$ cat src/rtl/ramb4_pkg.sv
// Shared types and sizes for the RAMB4_S4 arbiter slice.
// Latency: n/a (package only).
// Backpressure: n/a (package only).
//
// Contents: RAM geometry constants, the registered RAM command record and the
// clear state encoding used when RAMB4_S4_ARBITER_CLEAR_EN is defined.
package ramb4_pkg;

  localparam int RAMB4_S4_ADDR_W = 10;
  localparam int RAMB4_S4_DATA_W = 4;
  localparam int RAMB4_S4_DEPTH  = 1024;

  // One command as presented on the RAM port.
  typedef struct packed {
    logic                       we;
    logic [RAMB4_S4_ADDR_W-1:0] addr;
    logic [RAMB4_S4_DATA_W-1:0] di;
  } ram_cmd_t;

  // Clear sequencer state, kept as plain constants for legacy tools.
  typedef logic [0:0] clr_state_t;
  localparam clr_state_t CLR_IDLE = 1'b0;
  localparam clr_state_t CLR_RUN  = 1'b1;

endpackage

$ cat src/rtl/rr_arb2.sv
// Two-way grant with a round-robin pointer, or fixed priority to requester 0.
// Latency: grant is combinational from valid0/valid1, en and the pointer.
// Backpressure: en=0 withholds both grants; the pointer only moves on a grant.
//
// Ports:
//   CLK, RST_N      clock, asynchronous active-low reset
//   en              grants allowed this cycle
//   valid0, valid1  requests
//   gnt0, gnt1      one-hot (or zero) grants; grant == acceptance
module rr_arb2 #(
  parameter int PRIO_FIXED = 0
) (
  input  logic CLK,
  input  logic RST_N,
  input  logic en,
  input  logic valid0,
  input  logic valid1,
  output logic gnt0,
  output logic gnt1
);

  // ptr = 0: requester 0 wins a tie; ptr = 1: requester 1 wins a tie.
  logic ptr;
  logic pick1;

  always_comb begin
    if (PRIO_FIXED != 0) begin
      pick1 = !valid0;
    end else begin
      pick1 = valid1 && (!valid0 || ptr);
    end
  end

  assign gnt0 = en && valid0 && !pick1;
  assign gnt1 = en && valid1 && pick1;

  // Hand priority to whoever did not just win.
  always_ff @(posedge CLK or negedge RST_N) begin
    if (!RST_N) begin
      ptr <= 1'b0;
    end else if (gnt0) begin
      ptr <= 1'b1;
    end else if (gnt1) begin
      ptr <= 1'b0;
    end
  end

endmodule

$ cat src/rtl/ramb4_s4_arbiter.sv
// Two-requester arbiter/sequencer in front of a 1024x4 write-first block RAM.
// Latency: accept edge to RSPx_VALID = 2 edges; one command per cycle.
// Backpressure: REQx_READY only from arbitration/clear; responses cannot stall.
//
// Ports:
//   CLK, RST_N                      clock, asynchronous active-low reset
//   REQx_VALID/READY/WE/ADDR/DI     requester x command (x = 0, 1)
//   RSPx_VALID/DO                   response to requester x (DO = RAM_DO)
//   RAM_EN/WE/RST/ADDR/DI, RAM_DO   RAM primitive port (RAM_RST tied 0)
//   CLR_START, CLR_BUSY             only with RAMB4_S4_ARBITER_CLEAR_EN:
//                                   zero-fill of the whole RAM, run at reset
//                                   and on a CLR_START pulse while idle.
// ADDR_W and DATA_W must stay at the RAM geometry (10 / 4).
module ramb4_s4_arbiter
  import ramb4_pkg::*;
#(
  parameter int PRIO_FIXED = 0,
  parameter int ADDR_W     = RAMB4_S4_ADDR_W,
  parameter int DATA_W     = RAMB4_S4_DATA_W
) (
`ifdef RAMB4_S4_ARBITER_CLEAR_EN
  input  logic              CLR_START,
  output logic              CLR_BUSY,
`endif
  input  logic              CLK,
  input  logic              RST_N,
  input  logic              REQ0_VALID,
  output logic              REQ0_READY,
  input  logic              REQ0_WE,
  input  logic [ADDR_W-1:0] REQ0_ADDR,
  input  logic [DATA_W-1:0] REQ0_DI,
  output logic              RSP0_VALID,
  output logic [DATA_W-1:0] RSP0_DO,
  input  logic              REQ1_VALID,
  output logic              REQ1_READY,
  input  logic              REQ1_WE,
  input  logic [ADDR_W-1:0] REQ1_ADDR,
  input  logic [DATA_W-1:0] REQ1_DI,
  output logic              RSP1_VALID,
  output logic [DATA_W-1:0] RSP1_DO,
  output logic              RAM_EN,
  output logic              RAM_WE,
  output logic              RAM_RST,
  output logic [ADDR_W-1:0] RAM_ADDR,
  output logic [DATA_W-1:0] RAM_DI,
  input  logic [DATA_W-1:0] RAM_DO
);

  logic              clr_run;
  logic [ADDR_W-1:0] clr_addr;

`ifdef RAMB4_S4_ARBITER_CLEAR_EN
  clr_state_t        clr_state;
  logic [ADDR_W-1:0] clr_cnt;

  assign clr_run  = (clr_state == CLR_RUN);
  assign clr_addr = clr_cnt;
  assign CLR_BUSY = clr_run;

  // One zero write per cycle; the all-ones address is the last one.
  always_ff @(posedge CLK or negedge RST_N) begin
    if (!RST_N) begin
      clr_state <= CLR_RUN;
      clr_cnt   <= '0;
    end else begin
      case (clr_state)
        CLR_RUN: begin
          clr_cnt <= clr_cnt + 1'b1;
          if (&clr_cnt) begin
            clr_state <= CLR_IDLE;
          end
        end
        default: begin
          if (CLR_START) begin
            clr_state <= CLR_RUN;
            clr_cnt   <= '0;
          end
        end
      endcase
    end
  end
`else
  assign clr_run  = 1'b0;
  assign clr_addr = '0;
`endif

  logic arb_en;
  assign arb_en = !clr_run;

  rr_arb2 #(
    .PRIO_FIXED (PRIO_FIXED)
  ) u_arb (
    .CLK    (CLK),
    .RST_N  (RST_N),
    .en     (arb_en),
    .valid0 (REQ0_VALID),
    .valid1 (REQ1_VALID),
    .gnt0   (REQ0_READY),
    .gnt1   (REQ1_READY)
  );

  logic     accept;
  ram_cmd_t win_cmd;
  ram_cmd_t cmd_q;
  ram_cmd_t cmd_nxt;
  logic     en_q;
  logic     en_nxt;

  assign accept = REQ0_READY || REQ1_READY;

  always_comb begin
    if (REQ1_READY) begin
      win_cmd = '{we: REQ1_WE, addr: REQ1_ADDR, di: REQ1_DI};
    end else begin
      win_cmd = '{we: REQ0_WE, addr: REQ0_ADDR, di: REQ0_DI};
    end
  end

  // Idle cycles drop EN/WE but leave address and data where they were.
  always_comb begin
    en_nxt     = 1'b0;
    cmd_nxt    = cmd_q;
    cmd_nxt.we = 1'b0;
    if (clr_run) begin
      en_nxt  = 1'b1;
      cmd_nxt = '{we: 1'b1, addr: clr_addr, di: '0};
    end else if (accept) begin
      en_nxt  = 1'b1;
      cmd_nxt = win_cmd;
    end
  end

  // Tag pipeline: stage 1 lines up with the command on the RAM port,
  // stage 2 with RAM_DO. Clear writes never enter it.
  logic s1_vld, s1_tag;
  logic s2_vld, s2_tag;

  always_ff @(posedge CLK or negedge RST_N) begin
    if (!RST_N) begin
      en_q   <= 1'b0;
      cmd_q  <= '0;
      s1_vld <= 1'b0;
      s1_tag <= 1'b0;
      s2_vld <= 1'b0;
      s2_tag <= 1'b0;
    end else begin
      en_q   <= en_nxt;
      cmd_q  <= cmd_nxt;
      s1_vld <= accept;
      s1_tag <= REQ1_READY;
      s2_vld <= s1_vld;
      s2_tag <= s1_tag;
    end
  end

  assign RAM_EN   = en_q;
  assign RAM_WE   = cmd_q.we;
  assign RAM_RST  = 1'b0;
  assign RAM_ADDR = cmd_q.addr;
  assign RAM_DI   = cmd_q.di;

  assign RSP0_VALID = s2_vld && !s2_tag;
  assign RSP1_VALID = s2_vld && s2_tag;
  assign RSP0_DO    = RAM_DO;
  assign RSP1_DO    = RAM_DO;

endmodule

$ cat config.mk
export PLATFORM = sky130hd
export DESIGN_NAME = ramb4_s4_arbiter
export DESIGN_NICKNAME = d
export VERILOG_FILES = /design/src/rtl/ramb4_pkg.sv /design/src/rtl/rr_arb2.sv /design/src/rtl/ramb4_s4_arbiter.sv
export SDC_FILE = /design/constraint.sdc
export NUM_CORES = 1
export LEC_CHECK = 0
export BUFFER_PORTS_ARGS = -buffer_cell sky130_fd_sc_hd__buf_4
export CAP_MARGIN = 10
export CORE_MARGIN = 1
export CORE_UTILIZATION = 39
export CTS_CLUSTER_DIAMETER = 50
export CTS_CLUSTER_SIZE = 10
export DETAILED_ROUTE_END_ITERATION = 12
export PLACE_DENSITY = 0.86
export SLEW_MARGIN = 20
export SYNTH_ARGS = -nofsm -noshare
export SYNTH_HDL_FRONTEND = slang
export SYNTH_SLANG_ARGS = --single-unit
$ cat constraint.sdc
create_clock -name CLK -period 1.3 [get_ports CLK]
set_clock_uncertainty 0.05 [all_clocks]
set_input_delay 0.065 -clock CLK [delete_from_list [all_inputs] [get_ports CLK]]
set_output_delay 0.065 -clock CLK [all_outputs]
set_load 0.02 [all_outputs]
After elaboration in Yosys (flattened, before gate mapping)
Index checks and enable logic that the tools add are counted.
{ "op_classes": {"mux": 5, "reduce_logical": 11} }
{ "op_table": {"columns": ["op", "n"], "rows": [
  ["15-bit 2-to-1 mux", 2],
  ["1-bit logical AND", 5],
  ["1-bit logical NOT", 3],
  ["1-bit 2-to-1 mux", 3],
  ["1-bit logical OR", 2],
  ["2-bit nonzero test", 1]
]} }
{ "word_totals": {"register_bits": 21, "inputBits": 38, "output_inout_bits": 29} }

Depth between registers and ports, before layout
Gate-level depths: netlist of run 1.
{ "depth": {"depth_word": 7, "mapped_depth": 4, "ltp_nobuf": 4} }

By module
From an unflattened synthesis of run 1, not the netlist that was laid out.
{ "hier_totals": {"cells_unflattened": 91, "hier_area_um2": 949.7} }
{ "modules_own_cells": {"columns": ["mod", "instances", "cells_each", "area_per_inst_um2", "seq_area_each_um2"], "rows": [
  ["ramb4_s4_arbiter", 1, 83, 888.4, 475.5],
  ["rr_arb2", 1, 8, 61.3, 25.0]
]} }

Least setup slack after synthesis of run 1
No wires, ideal clock.
{ "synth_timing": {"kind": "flip-flop to flip-flop", "startpoint": "reg u_arb.ptr", "endpoint": "reg cmd_q (netlist bit RAM_WE)", "arrival_time_ps": 1008, "path_slack_ps": 121, "path_stages_with_launch": 5, "path_buffers": 0, "period_less_slack_ps": 1179, "cell_sequence": "dfrtp_1 -> nand2b_1 -> nand2_2 -> inv_1 -> a22o_1"} }
{ "synth_rtl": {"columns": ["element", "line_no", "source"], "rows": [
  ["start, declared", "rr_arb2.sv:23", "logic ptr;"],
  ["start signal, assigned", "rr_arb2.sv:40", "ptr <= 1'b0;"],
  ["start signal, assigned", "rr_arb2.sv:42", "ptr <= 1'b1;"],
  ["start signal, assigned", "rr_arb2.sv:44", "ptr <= 1'b0;"],
  ["end signal, assigned", "ramb4_s4_arbiter.sv:148", "cmd_q <= cmd_nxt;"],
  ["end, declared", "ramb4_s4_arbiter.sv:104", "ram_cmd_t cmd_q;"]
]} }

Worst setup path after layout of run 1
{ "layout_timing": {"startpoint": "reg u_arb.ptr", "endpoint": "out REQ1_READY"} }
{ "layout_via": {"elab_chain_len": 3} }
{ "layout_lines": {"columns": ["element", "line_no", "source"], "rows": [
  ["1-bit logical OR", "rr_arb2.sv:30", "pick1 = valid1 && (!valid0 || ptr);"],
  ["1-bit logical AND", "rr_arb2.sv:30", null],
  ["1-bit logical AND", "rr_arb2.sv:35", "assign gnt1 = en && valid1 && pick1;"],
  ["end, declared", "ramb4_s4_arbiter.sv:35", "output logic REQ1_READY,"]
]} }
No other way between the ends.

==> run_results.csv, run 1 <==
group,metric,value,unit
power_and_ir_drop,power_density,1079,nW/um2
worst_hold_path,hold_class,"in -> reg",
worst_setup_path,cpPeakStageDelay,0.43,ns
logic_synthesis,synth_commonest_cells,"20 x dfrtp_1, 13 x o221a_2, 13 x or3_1",
place,io_buffers,53,
logic_synthesis,synth_cell_types,19,
drt,wl_met1,1288,um
sta,fin_ws,0.03045,ns
drt,met2_length,1738,um
power_and_ir_drop,power_leakage,0.0007967,uW
worst_setup_path,required,1.19,ns
cts,clock-sinks,20,
logic_synthesis,syn_avg_cell_area,12.02,um2
logic_synthesis,yosysTopAreaCell,"dfrtp_1",
layout,stdcell_area,1722,um2
floorplan,dieArea,2540,um2
logic_synthesis,yosysSeqAreaShare,54.79,%
logic_synthesis,syn_area,913.4,um2
floorplan,die_x,50.40,um
worst_setup_path,cpLargestDelayFamily,"flip-flops",
sta,min_period,1.270,ns
grt,grt-ovfl-total,0,
flow_run,cap_violations,0,
floorplan,start_util,41.29,%
cts,cts_tree,"yes",
logic_synthesis,yosys-top-cells-area,"dfrtp_1 55%, o221a_2 16%, buf_4 9.0%",
worst_setup_path,arrival,1.15,ns
sta,timing_hold_violations_final,0,
worst_setup_path,cp_max_fo,4,
sta,finalCritPeriodShare,97.66,%
drt,first_pass_iters,4,
floorplan,die_y,50.40,um
place,pre_cts_ws,0.04711,ns
worst_hold_path,hold_depth,3,
drt,drtIter0Drc,21,
grt,grt_pass1_wl,4857,um
grt,antenna_found_initial,0,
drt,postRouteAntennaNets,0,
layout,syn2layout_area_growth,88.49,%
cts,cts-buffers-inserted,3,
layout,antenna_cells,0,
cts,h-tree-depth,1,
logic_synthesis,yosysMostFrequentCell,"dfrtp_1",
worst_setup_path,reg2reg_depth,4,
cts,clk_pin_slew,0.13,ns
layout,final_nets,196,
grt,gr-usage-all-layers,27.26,%
status,outcome,"complete, no violations",
cts,insertion_delay,0.32,ns
drt,finalWirelength,3344,um
drt,top_layer_used,"met4",
floorplan,num_rows,17,
cts,cts-root-buf,"clkbuf_4",
sta,setup_violations,0,
place,gp_congestion,0.7412,
logic_synthesis,syn_nets,114,
worst_setup_path,cp_num_cells,4,
logic_synthesis,synth_top_area_share,54.79,%
logic_synthesis,synth_flop_cell,"dfrtp_1",
sta,hold_ws,0.03370,ns
logic_synthesis,synthCells,76,
sta,fmax,0.7877,GHz
floorplan,boundaryPins,67,
logic_synthesis,synth-edff-count,0,
drt,routed_via_density,5.124,
logic_synthesis,ys_ff_latch,20,
worst_setup_path,crit_chain,"nand2b_4 -> nand2_4 -> inv_4 -> buf_6",
drt,wl_met3,232,um
worst_setup_path,end_kind,"primary output",
power_and_ir_drop,irDropWorstVdd,0.001034,V
logic_synthesis,synth_warnings,0,
worst_setup_path,startpoint_type,"flop",
worst_setup_path,cp_slowest_cell,"dfrtp_1",
floorplan,core,2212,um2
grt,grt_pass1_vias,946,
worst_setup_path,worstSetupPathType,"reg -> out",
drt,vias,948,
logic_synthesis,async_flop_share,100.0,%
cts,cts_max_path_buffers,2,
worst_setup_path,path_buf_inv,2,
place,post-dp-hpwl,1699,um
sta,slew_viol_final,0,
layout,final_util,77.83,%
sta,rsz0062_at_grt,"yes",
drt,wire_per_inst,18.08,um
layout,drive_gt1_share,53.50,%
grt,grt_max_degree,21,
layout,n_fill_cell,126,
drt,drc_errors,0,
place,placed_area,1275,um2
[kinds of logic after synthesis]
family | count (synthesis) | share of synthesized area [%]
DFF | 20 | 54.79
AOI/OAI and AO/OA | 17 | 18.77
and+or+nand+nor | 20 | 13.15
other | 1 | 0.4106
muxes | 1 | 1.233
buffers and inverters | 17 | 11.64
[what timing repair did]
action | in CTS | in global routing
resized for setup | 4 | 9
setup endpoints to repair | 2 | 12
hold buffers | 30 | 1
pin swaps | 2 | 2
endpoints found under the hold margin | 35 | 1
setup buffers | 1 | 5
[flip-flops by register name (all words and copies together), names as in the netlist]
register / flops
RAM_DI: 4
RAM_EN: 1
RAM_WE: 1
s2_tag: 1
s2_vld: 1
s1_tag: 1
u_arb.ptr: 1
RAM_ADDR: 10
[worst register-to-register path: stages, from the launching register on]
cell      delay, ns
dfrtp_1        0.41
nand2b_4       0.17
nand2_4        0.06
buf_6          0.16
o221a_2        0.27
[cell usage in the layout, fill, tap and decap left out, drive strengths merged]
| cell type | instances |
|---|---|
| or2 | 1 |
| dlygate4sd3 | 31 |
| and2 | 1 |
| dfrtp | 20 |
| inv | 4 |
| conb | 1 |
| a22o | 1 |
| mux2 | 1 |
| o22ai | 1 |
| bufinv | 1 |
| a21oi | 1 |
| nand2 | 3 |
| nand2b | 1 |
| o21ai | 1 |
| or3 | 13 |
| nor2b | 1 |
| buf | 59 |
| o221a | 13 |
| clkbuf | 3 |
[metal layers]
layer  vias to the layer above  GRT usage (%)
li1                        436              -
met1                       448          32.49
met2                        50          46.22
met3                        14          8.182
met4                         0          9.722
met5                         -              0
[metrics by stage]
step           instances  setup TNS, ns  power [uW]
2_1_floorplan         76              0       991.2
3_3_place_gp         145              0        1180
3_5_place_dp         145              0        1193
4_1_cts              180              0        1792
5_1_grt              185       -0.03208        1936
6_report             185              0        1858
[report_power, final]
group	switching (uW)	total (uW)	internal (uW)	leakage, uW
Clock	215	527	312	0.0000279
Sequential	40.3	732	691	0.000226
Combinational	271	599	328	0.000543
Total	526	1860	1330	0.000797
[cell type report]
class	count	area (um2)	area share (%)
repair buffers	90	760.7	44.19
flip-flops and latches	20	500.5	29.07
inverters	4	17.52	1.017
multi-input cells	39	355.3	20.64
clock inverters	1	30.03	1.744
well taps	28	35.03	2.035
clock buffers	3	22.52	1.308
[final timing paths]
kind / from / endpoint / slack, ns
worst max register to register: u_arb.ptr$_DFFE_PN0P_ / RAM_ADDR[6]$_DFFE_PN0P_ / 0.07
min in group asynchronous: RST_N / RAM_ADDR[3]$_DFFE_PN0P_ / 0.08
worst min register to register: s1_tag$_DFF_PN0_ / s2_tag$_DFF_PN0_ / 0.32
max in group asynchronous: RST_N / RAM_ADDR[6]$_DFFE_PN0P_ / 0.89
worst min-delay path: REQ1_VALID / s1_tag$_DFF_PN0_ / 0.03
worst max-delay path: u_arb.ptr$_DFFE_PN0P_ / REQ1_READY / 0.03
No activity file was read; power rests on OpenSTA's default activity.
==> run 2: changes to the inputs <==
Settings changed: CELL_PAD_IN_SITES_DETAIL_PLACEMENT set to 0, CELL_PAD_IN_SITES_GLOBAL_PLACEMENT set to 1, CORE_ASPECT_RATIO set to 0.75, CORE_UTILIZATION 39 to 28.
==> run 2 against run 1 <==
Against the previous run: sequential cell count is the same; critical path depth grew 1; non-clock buffer count down 29; via count decreased by 19%; register-to-register slack got worse by 0.03 ns; fmax grew 0.36%; first-iteration DRC count increased by 57%; core utilization decreased by 31 points; clock-buffer cell count rose by 1; largest power group unchanged.
==> run_results.csv, run 2 (synthesized netlist as in run 1, its figures left out) <==
group,metric,value,unit
status,outcome,"complete, no violations",
cts,cts_max_path_buffers,2,
layout,layout_commonest_cell,"buf_4",
floorplan,core,3020,um2
floorplan,start_util,30.24,%
worst_setup_path,reg2reg_from,"u_arb.ptr$_DFFE_PN0P_",
power_and_ir_drop,power_leakage,0.0006738,uW
sta,timing.setup.tns,0,ns
layout,final_nets,167,
layout,drive_gt1_share,62.50,%
drt,routed_via_density,4.633,
cts,clk_pin_slew,0.07,ns
sta,min_period,1.265,ns
sta,slew_viol_final,0,
drt,drtIter0Drc,33,
layout,syn2layout_area_growth,56.16,%
drt,finalWirelength,2462,um
worst_setup_path,worstSetupPathType,"reg -> reg",
sta,rsz0062_at_grt,"no",
layout,antenna_cells,0,
power_and_ir_drop,irDropWorstVdd,0.0004189,V
layout,largest_reg_flops,10,
power_and_ir_drop,power.total,1684,uW
flow_run,cap_violations,0,
drt,first_pass_iters,4,
worst_setup_path,crit_chain,"nand2b_4 -> nand2_4 -> buf_6 -> buf_12 -> o221a_2",
cts,insertion_delay,0.25,ns
sta,timing_hold_violations_final,0,
drt,vias,769,
grt,grt_max_degree,21,
worst_hold_path,hold_class,"in -> reg",
worst_setup_path,arrival,1.36,ns
worst_setup_path,required,1.39,ns
sta,finalCritPeriodShare,97.31,%
sta,fin_ws,0.03501,ns
grt,grt-ovfl-total,0,
place,pre_cts_ws,0.04824,ns
drt,wire_per_inst,14.83,um
layout,final_cells,166,
worst_setup_path,cp-endpoint,"RAM_ADDR[1]$_DFFE_PN0P_",
floorplan,dieArea,3497,um2
sta,fmax,0.7905,GHz
worst_setup_path,path_buf_inv,2,
floorplan,die_y,51.47,um
worst_setup_path,worstReg2RegEnd,"RAM_ADDR[1]$_DFFE_PN0P_",
worst_setup_path,worstSetupStartpoint,"u_arb.ptr$_DFFE_PN0P_",
power_and_ir_drop,power_density,1181,nW/um2
worst_setup_path,cp_max_fo,9,
floorplan,num_rows,17,
worst_setup_path,startpoint_type,"flop",
layout,regArea,500.5,um2
cts,h-tree-depth,1,
drt,postRouteAntennaNets,0,
worst_setup_path,end_kind,"flop",
layout,multi_input_area,319.1,um2
worst_setup_path,r2r_slack,0.04,ns
place,post-dp-hpwl,1836,um
sta,hold_ws,0.02504,ns
grt,grt_pass1_wl,3691,um
grt,gr-usage-all-layers,15.08,%
place,io_buffers,53,
drt,drc_errors,0,
layout,n_fill_cell,304,
worst_setup_path,reg2reg_depth,5,
floorplan,boundaryPins,67,
worst_setup_path,cpLargestDelayFamily,"flip-flops",
cts,cts-buffers-inserted,3,
sta,setup_violations,0,
worst_setup_path,cp_slowest_cell,"dfrtp_1",
layout,final_cell_mix,"54 x buf_4, 20 x dfrtp_1, 13 x or3_1, 13 x o221a_2, 4 x clkbuf_8",
place,gp_congestion,0.6774,
grt,antenna_found_initial,0,
grt,grt_pass1_vias,777,
floorplan,die_x,67.95,um
cts,clock-sinks,20,
worst_setup_path,cp_num_cells,5,
worst_setup_path,cpPeakStageDelay,0.39,ns
cts,cts-root-buf,"clkbuf_8",
cts,cts_tree,"yes",
place,place_inst,157,
[run 2: cell type report]
| cell class | instances | area share [%] |
|---|---|---|
| multi-input cells | 39 | 22.37 |
| clock buffers | 4 | 3.860 |
| well taps | 38 | 3.333 |
| repair buffers | 61 | 34.30 |
| flip-flops and latches | 20 | 35.09 |
| inverters | 4 | 1.053 |
[run 2: what timing repair did]
| action | CTS | global route |
|---|---|---|
| setup endpoints to repair | 1 | 10 |
| resized for setup | 1 | 5 |
| hold buffers | 3 | 0 |
| pin swaps | 1 | 0 |
| endpoints found under the hold margin | 21 | 0 |
| setup buffers | 2 | 0 |
[run 2: worst min-delay path by stage]
stage	to	depth (start not counted)	slack [ns]	start
after floorplan	RAM_ADDR[0]$_DFFE_PN0P_	0	-0.28	RST_N
after global placement	RAM_ADDR[8]$_DFFE_PN0P_	1	-0.1	RST_N
after detailed placement	RAM_ADDR[3]$_DFFE_PN0P_	1	-0.09	RST_N
after CTS	RAM_ADDR[9]$_DFFE_PN0P_	3	0.02	REQ1_ADDR[9]
after global routing	RAM_ADDR[3]$_DFFE_PN0P_	2	0.02	REQ0_ADDR[3]
final	RAM_ADDR[9]$_DFFE_PN0P_	3	0.03	REQ1_ADDR[9]
[run 2: through the flow]
step | area [um2] | utilization, %
floorplan | 913.4 | -
global placement | 1303 | 43.12
detailed placement | 1303 | 43.12
CTS | 1410 | 46.69
global route | 1426 | 47.22
finish | 1426 | 47.22
[run 2: power breakdown]
| part | total (uW) | switching (uW) | internal (uW) |
|---|---|---|---|
| Sequential | 733 | 40.9 | 692 |
| Combinational | 488 | 224 | 264 |
| Clock | 464 | 195 | 269 |
| Total | 1680 | 460 | 1220 |
[run 2: worst register-to-register path: stages (launching register included)]
cell and delay (ns):
dfrtp_1 0.39, nand2b_4 0.16, nand2_4 0.06, buf_6 0.12, buf_12 0.12, o221a_2 0.26
[run 2: layer usage]
layer / track usage [%] / routed length, um
met2: 24.18 / 1168
met5: 0 / 0
met3: 4.464 / 214
met1: 19.48 / 1068
met4: 4.167 / 10
==> run 3: changes to the inputs <==
Settings changed: ABC_AREA set to 0, CORE_UTILIZATION 28 to 30, PLACE_DENSITY 0.86 to 0.9.
Clock period 1.3 ns to 1.53 ns, I/O delays scaled along.
==> run 3 against run 2 <==
Against the previous run: sequential share of layout area rose by 1.3 points; total power is 9.3% lower; global-route usage grew 0.22 points; worst hold slack worse by 0.021 ns; routed wire length decreased by 5.5%; worst setup slack better by 0.12 ns; critical path depth fell by 1; register-to-register slack better by 0.22 ns; critical endpoint is now REQ1_READY.
==> run_results.csv, run 3 (synthesized netlist as in run 1, its figures left out) <==
group,metric,value,unit
status,outcome,"complete, no violations",
place,post-dp-hpwl,1757,um
floorplan,num_rows,16,
sta,setup_violations,0,
sta,timing.setup.tns,0,ns
grt,gr-usage-all-layers,15.30,%
layout,drive_gt1_share,60.48,%
layout,final_nets,163,
drt,drc_errors,0,
layout,syn2layout_area_growth,50.68,%
floorplan,start_util,33.30,%
drt,vias,767,
worst_setup_path,end_kind,"primary output",
drt,postRouteAntennaNets,0,
sta,rsz0062_at_grt,"no",
cts,cts-buffers-inserted,3,
cts,cts-root-buf,"clkbuf_8",
worst_setup_path,cp_slowest_cell,"dfrtp_1",
place,io_buffers,53,
sta,finalCritPeriodShare,89.94,%
layout,layout_commonest_cell,"buf_4",
grt,antenna_found_initial,0,
cts,cts_max_path_buffers,2,
worst_setup_path,required,1.40,ns
layout,final_cells,160,
worst_setup_path,cp_max_fo,7,
power_and_ir_drop,power_density,1110,nW/um2
drt,wire_per_inst,14.54,um
drt,first_pass_iters,4,
floorplan,boundaryPins,67,
sta,slew_viol_final,0,
worst_setup_path,cpPeakStageDelay,0.39,ns
floorplan,core,2743,um2
power_and_ir_drop,irDropWorstVdd,0.0003865,V
cts,cts_tree,"yes",
worst_setup_path,arrival,1.25,ns
power_and_ir_drop,power_leakage,0.0006465,uW
floorplan,die_y,49.79,um
floorplan,dieArea,3272,um2
worst_hold_path,hold_class,"in -> reg",
drt,routed_via_density,4.794,
floorplan,die_x,65.72,um
worst_setup_path,startpoint_type,"flop",
cts,clk_pin_slew,0.08,ns
worst_setup_path,crit_chain,"nand2b_1 -> nand2_2 -> inv_1 -> buf_4",
sta,timing_hold_violations_final,0,
power_and_ir_drop,power.total,1528,uW
place,place_inst,153,
layout,antenna_cells,0,
layout,multi_input_area,309.0,um2
layout,final_cell_mix,"54 x buf_4, 20 x dfrtp_1, 13 x or3_1, 13 x o221a_2, 4 x inv_1",
place,gp_congestion,0.6624,
flow_run,cap_violations,0,
grt,grt_max_degree,21,
cts,insertion_delay,0.26,ns
layout,n_fill_cell,259,
sta,min_period,1.376,ns
sta,fmax,0.7267,GHz
grt,grt_pass1_wl,3643,um
worst_setup_path,worstSetupPathType,"reg -> out",
cts,clock-sinks,20,
grt,grt-ovfl-total,0,
grt,grt_pass1_vias,763,
drt,drtIter0Drc,30,
drt,finalWirelength,2326,um
cts,h-tree-depth,1,
layout,largest_reg_flops,10,
layout,regArea,500.5,um2
run 3: changes by cell type in the layout (fill, tap and decap cells not counted), sizes merged:
cell / before / now
buf: 58 / 54
bufinv: 0 / 1
clkbuf: 4 / 3
run 3: final cells by class:
class / count / share of cell area, %
sequential: 20 / 36.36
timing repair buffer: 57 / 31.64
multi-input combinational: 39 / 22.45
tap: 36 / 3.273
clock buffer: 3 / 3.000
clock inverter: 1 / 2.182
inverter: 4 / 1.091
run 3: per-layer routing:
metal / track usage (%) / part of all wire (%)
met5: 0 / 0
met4: 2.174 / 0
met3: 5.093 / 7.4
met1: 18.20 / 40
met2: 27.04 / 53
run 3: final timing paths:
kind / from / end / slack (ns) / depth (start not counted)
worst min-delay path: REQ1_ADDR[9] / RAM_ADDR[9]$_DFFE_PN0P_ / 0.005 / 3
worst max register to register: u_arb.ptr$_DFFE_PN0P_ / RAM_ADDR[2]$_DFFE_PN0P_ / 0.26 / 4
worst max-delay path: u_arb.ptr$_DFFE_PN0P_ / REQ1_READY / 0.15 / 4
min in group asynchronous: RST_N / RAM_ADDR[4]$_DFFE_PN0P_ / 0.17 / 2
max in group asynchronous: RST_N / RAM_ADDR[1]$_DFFE_PN0P_ / 1.05 / 2
worst min register to register: s1_tag$_DFF_PN0_ / s2_tag$_DFF_PN0_ / 0.30 / 0
run 3: what timing repair did:
item	CTS	global route
setup buffers	0	0
resized for setup	0	1
endpoints found under the setup margin	0	1
hold endpoints to repair	21	0
hold buffers	3	0
run 3: power by group:
part           internal (uW)  leakage [uW]  switching (uW)
clock network            349     0.0000357             177
registers                588      0.000226            32.8
logic                    199      0.000385             182
run 3: critical path, delay by kind of cell, from the launching register on:
| family | cells | cell delay [ns] |
|---|---|---|
| flip-flops | 1 | 0.39 |
| AND/OR/NAND/NOR | 2 | 0.34 |
| buffers and inverters | 2 | 0.26 |
run 3: stage by stage:
step / hold slack [ns] / setup slack (ns) / util (%) / cell area, um2
global route: 0.001527 / 0.07143 / 50.18 / 1376
CTS: 0.004026 / 0.05879 / 50.09 / 1374
detailed placement: -0.08336 / 0.2656 / 46.40 / 1272
floorplan: -0.2691 / 0.3510 / - / 913.4
global placement: -0.09030 / 0.3169 / 46.40 / 1272
finish: 0.004527 / 0.1539 / 50.18 / 1376
